===== src/rtl/vector_mem_sequencer.sv =====
// Strided multi-word load/store burst sequencer; the vector data memory's only master.
// Loads stream through one output register with ready/valid backpressure; stores pass straight to the write port.
module vector_mem_sequencer #(
  parameter int ADDRESS_WIDTH = 19,
  parameter int DATA_WIDTH    = 64,
  parameter int COUNT_WIDTH   = 4
) (
  input  logic                     clk,
  input  logic                     reset,
  input  logic                     req_valid,
  output logic                     req_ready,
  input  logic                     req_write,
  input  logic [ADDRESS_WIDTH-1:0] req_base,
  input  logic [ADDRESS_WIDTH-1:0] req_stride,
  input  logic [COUNT_WIDTH-1:0]   req_count,
  input  logic [DATA_WIDTH-1:0]    st_data,
  input  logic                     st_valid,
  output logic                     st_ready,
  output logic [DATA_WIDTH-1:0]    ld_data,
  output logic                     ld_valid,
  input  logic                     ld_ready,
  output logic                     done,
  output logic [ADDRESS_WIDTH-1:0] mem_readAddress,
  output logic [ADDRESS_WIDTH-1:0] mem_writeAddress,
  output logic                     mem_writeEnable,
  output logic [DATA_WIDTH-1:0]    mem_inputData,
  input  logic [DATA_WIDTH-1:0]    mem_outputData
);

  // state | meaning
  // IDLE  | waiting for a request; req_ready high
  // LOAD  | one read beat whenever the output register is empty or being taken
  // STORE | one memory write per cycle with st_valid high
  // DONE  | one-cycle done pulse, then back to IDLE
  typedef enum logic [1:0] {IDLE, LOAD, STORE, DONE} state_t;

  state_t                   state;
  state_t                   state_next;
  logic [ADDRESS_WIDTH-1:0] cur_addr;
  logic [ADDRESS_WIDTH-1:0] cur_addr_next;
  logic [ADDRESS_WIDTH-1:0] stride_r;
  logic [ADDRESS_WIDTH-1:0] stride_next;
  logic [COUNT_WIDTH-1:0]   remaining;
  logic [COUNT_WIDTH-1:0]   remaining_next;
  logic                     ld_beat;
  logic                     st_beat;

  always_comb begin
    state_next     = state;
    cur_addr_next  = cur_addr;
    stride_next    = stride_r;
    remaining_next = remaining;
    req_ready      = 1'b0;
    st_ready       = 1'b0;
    ld_beat        = 1'b0;
    st_beat        = 1'b0;
    case (state)
      IDLE: begin
        req_ready = 1'b1;
        if (req_valid) begin
          cur_addr_next  = req_base;
          stride_next    = req_stride;
          remaining_next = req_count;
          if (req_count == '0) begin
            state_next = DONE;
          end else if (req_write) begin
            state_next = STORE;
          end else begin
            state_next = LOAD;
          end
        end
      end
      LOAD: begin
        ld_beat = !ld_valid || ld_ready;
        if (ld_beat) begin
          cur_addr_next  = cur_addr + stride_r;
          remaining_next = remaining - COUNT_WIDTH'(1);
          if (remaining == COUNT_WIDTH'(1)) begin
            state_next = DONE;
          end
        end
      end
      STORE: begin
        // Gated by reset so an aborting edge cannot commit one more word.
        st_ready = !reset;
        st_beat  = st_valid && !reset;
        if (st_beat) begin
          cur_addr_next  = cur_addr + stride_r;
          remaining_next = remaining - COUNT_WIDTH'(1);
          if (remaining == COUNT_WIDTH'(1)) begin
            state_next = DONE;
          end
        end
      end
      DONE: begin
        state_next = IDLE;
      end
      default: begin
        state_next = IDLE;
      end
    endcase
  end

  always_ff @(posedge clk) begin
    if (reset) begin
      state     <= IDLE;
      cur_addr  <= '0;
      stride_r  <= '0;
      remaining <= '0;
      ld_data   <= '0;
      ld_valid  <= 1'b0;
      done      <= 1'b0;
    end else begin
      state     <= state_next;
      cur_addr  <= cur_addr_next;
      stride_r  <= stride_next;
      remaining <= remaining_next;
      done      <= (state_next == DONE);
      // A word left over from the previous burst drains here even outside LOAD.
      if (ld_beat) begin
        ld_data  <= mem_outputData;
        ld_valid <= 1'b1;
      end else if (ld_ready) begin
        ld_valid <= 1'b0;
      end
    end
  end

  assign mem_readAddress  = cur_addr;
  assign mem_writeAddress = cur_addr;
  assign mem_inputData    = st_data;
  assign mem_writeEnable  = st_beat;

endmodule


===== config.mk =====
export PLATFORM = sky130hd
export DESIGN_NAME = vector_mem_sequencer
export DESIGN_NICKNAME = d
export VERILOG_FILES = /design/src/rtl/vector_mem_sequencer.sv
export SDC_FILE = /design/constraint.sdc
export NUM_CORES = 1
export LEC_CHECK = 0
export CAP_MARGIN = 10
export CORE_AREA = 2 2 133 135
export DETAILED_ROUTE_END_ITERATION = 10
export DIE_AREA = 0 0 135 137
export GPL_ROUTABILITY_DRIVEN = 0
export PLACE_DENSITY = 0.74
export SYNTH_ARGS = -nofsm -noshare
export SYNTH_HDL_FRONTEND = slang
export SYNTH_SLANG_ARGS = --single-unit

===== constraint.sdc =====
create_clock -name clk -period 7.24 [get_ports clk]
set_clock_uncertainty 0.1 [all_clocks]
set_input_delay 1.448 -clock clk [delete_from_list [all_inputs] [get_ports clk]]
set_output_delay 1.448 -clock clk [all_outputs]
set_load 0.02 [all_outputs]

==> run metrics <==
outcome=finished clean; crit start category=primary input; Slew @ Worst Pin=953 ps; RSZ-0062 raised after global routing=no; power per cell area=roughly 260 mW/mm²; Syn Inst Count=739; P_leak=2.89 nW; largest net degree at the start of global routing=81; setup TNS=0 ps; drt initial violations=317; length of the first detailed-routing pass in iterations=4; CTS tree=built; switch share=between 30% and 40%; Die W=135 µm; PostCTS Resize Cnt=0; Final #Nets=between 1000 and 1500; Overall Power=0.00199 W; total number of vias=5159; fill count=1682; Seq cells post-synth=110; DP Area=0.00748 mm²; clock tree buffer depth=2; number of global-route vias before repair=about 4800; initial antenna violation count=1; post-synthesis xor/xnor area fraction=roughly 2%; Worst EP required=5690 ps; multiplexer area fraction after synthesis=1.76%; Num CTS Buffers=9; first-pass GRT wire length=24.9 mm; Seq/Total Area, Yosys=38.1%; Final Hold Vio Count=0; syn nets=940; Die Height=137 µm; Syn. warnings=0; area added between synthesis and finish=34.7%; Pint=0.00127 W; max cap viols=0; Synth Area in Compound Gates=18.3%; Hold/Removal Path Class=flip-flop to flip-flop; critical path endpoint category=output port; sequential share of power=37.3%; row count=48; combinational family with the most area after synthesis=simple AND/OR/NAND/NOR gates; Max H-tree Level=3; fin area=just under 0.008 mm²; Congestion Overflow GR=0; Port Buf Inserts=218; max_slew headroom=36.5%; Sinks on Clock Net=110; Initial Util=33.8%; die area=~0.018 mm²; Post-synth EDFFs=0; Total GRT Usage=17.0%; Worst Path Max Fanout=2; DR DRC count=0; fin crit period=approximately 4300 ps; postcts setup bufs=0; Comb power frac=37.7%; Slew Viols, Final=0; Routed Antenna Nets=0; Top FF cell, synth=dfxtp_1; WS Path Type=primary input to output port; Ant. Diodes=0; worst skew pair latency=340 ps; synthesized area per cell=7.81 µm²; ys async rst share=0%; num ports=~350; commonest non-fill, non-tap cell in the layout=clkdlybuf4s50_1; Post-Route WL=16.5 mm; clock share of power=25.1%; Tcrit/Tclk final=59.6%; core area=0.0171 mm²; final setup fails=0; DP Wirelength=around 12 mm; crit path DAT=2770 ps; commonest non-fill, non-tap cells in the layout=clkdlybuf4s50_1 (217), nand2_1 (187), dfxtp_1 (110); maximum vdd drop=0.131 mV; Switch Pwr=about 0.00072 W; root buffer cell=clkbuf_16; Reg clk slew, reported paths=~70 ps; Syn Std Cell Area=0.00577 mm²; Max Clk Rate=about 230 MHz; Vias per Instance=around 4.8; wire per inst=around 15 µm; Synth Area in Adders=5.55%; Netlist cell types=53; share of layout cells above drive strength 1=3.87%; post-synthesis simple-gate area fraction=roughly a fifth; Post-CTS Hold Fix Bufs=0
kinds of logic after synthesis:
family | after synthesis
AOI/OAI and AO/OA | 177
xor gates and xnor gates | 13
adders and majority gates | 25
buffers and inverters | 136
DFF | 110
muxes | 10
and+or+nand+nor | 268
Yosys cell counts (6+ instances only):
| cell | n | share of area (%) |
|---|---|---|
| o21ai_0 | 13 | 1.1 |
| ha_1 | 24 | 5.2 |
| inv_1 | 10 | 0.65 |
| xnor2_1 | 10 | 1.5 |
| nor2_1 | 34 | 2.2 |
| a21o_1 | 11 | 1.4 |
| buf_4 | 86 | 11 |
| nor3_1 | 8 | 0.69 |
| clkbuf_1 | 31 | 2.0 |
| buf_2 | 6 | 0.52 |
| dfxtp_1 | 110 | 38 |
| a21oi_1 | 107 | 9.3 |
| mux2i_1 | 9 | 1.6 |
| a211oi_1 | 18 | 2.3 |
| nand2_1 | 188 | 12 |
state kept, by name, summed over array words and instances (netlist names):
register         flops
stride_r            19
done                 1
ld_valid             1
state                2
mem_readAddress     19
remaining            4
ld_data             64
layout make-up:
class / instances / area (µm²) / share of cell area [%]
inverters: 11 / 41.3 / 0.531
clock inverters: 6 / 61.3 / 0.788
repair buffers: 222 / 2210 / 28.4
flip-flops and latches: 110 / 2200 / 28.3
multi-input cells: 493 / 2740 / 35.3
well taps: 225 / 282 / 3.62
clock buffers: 10 / 239 / 3.07
worst max-delay path, cell delays in order:
cell	delay [ps]
clkdlybuf4s50_1	500
nand2b_4	60
nor2_1	140
clkdlybuf4s50_1	620
power by group through the flow:
stage / Combinational, W / Sequential (W) / Clock (W)
detailed placement: 0.000751 / 0.000757 / 0
CTS: 0.000755 / 0.000743 / 0.000517
floorplan: 0.000480 / 0.000800 / 0
global route: 0.000817 / 0.000752 / 0.000535
finish: 0.000750 / 0.000742 / 0.000499
global placement: 0.000743 / 0.000755 / 0
per-stage QoR:
stage | util (%) | cells | hold WS (ps) | worst slack [ps]
detailed placement | 43.8 | 1061 | 346 | 2930
floorplan | - | 739 | 340 | 3380
finish | 45.6 | 1077 | 354 | 2920
CTS | 45.6 | 1077 | 357 | 2920
global placement | 43.8 | 1061 | 340 | 2950
global route | 45.6 | 1077 | 369 | 2880
path summary, 6_finish.rpt:
kind | slack [ps] | depth (start not counted) | end | from
max | 2920 | 4 | mem_writeEnable | st_valid
min | 350 | 2 | ld_data[14]$_SDFFE_PP0P_ | ld_data[14]$_SDFFE_PP0P_
max reg2reg | 4150 | 7 | mem_readAddress[18]$_SDFFE_PP0P_ | state[1]$_SDFF_PP0_
min reg2reg | 350 | 2 | ld_data[14]$_SDFFE_PP0P_ | ld_data[14]$_SDFFE_PP0P_
layer usage:
layer / track usage [%] / vias to the layer above / share of wire, %
li1: - / 2605 / -
met1: 21.3 / 2377 / 42
met2: 27.2 / 151 / 48
met3: 5.56 / 26 / 8.1
met4: 6.89 / 0 / 1.8
met5: 0 / - / 0
Power figures use the tool's default switching activity.
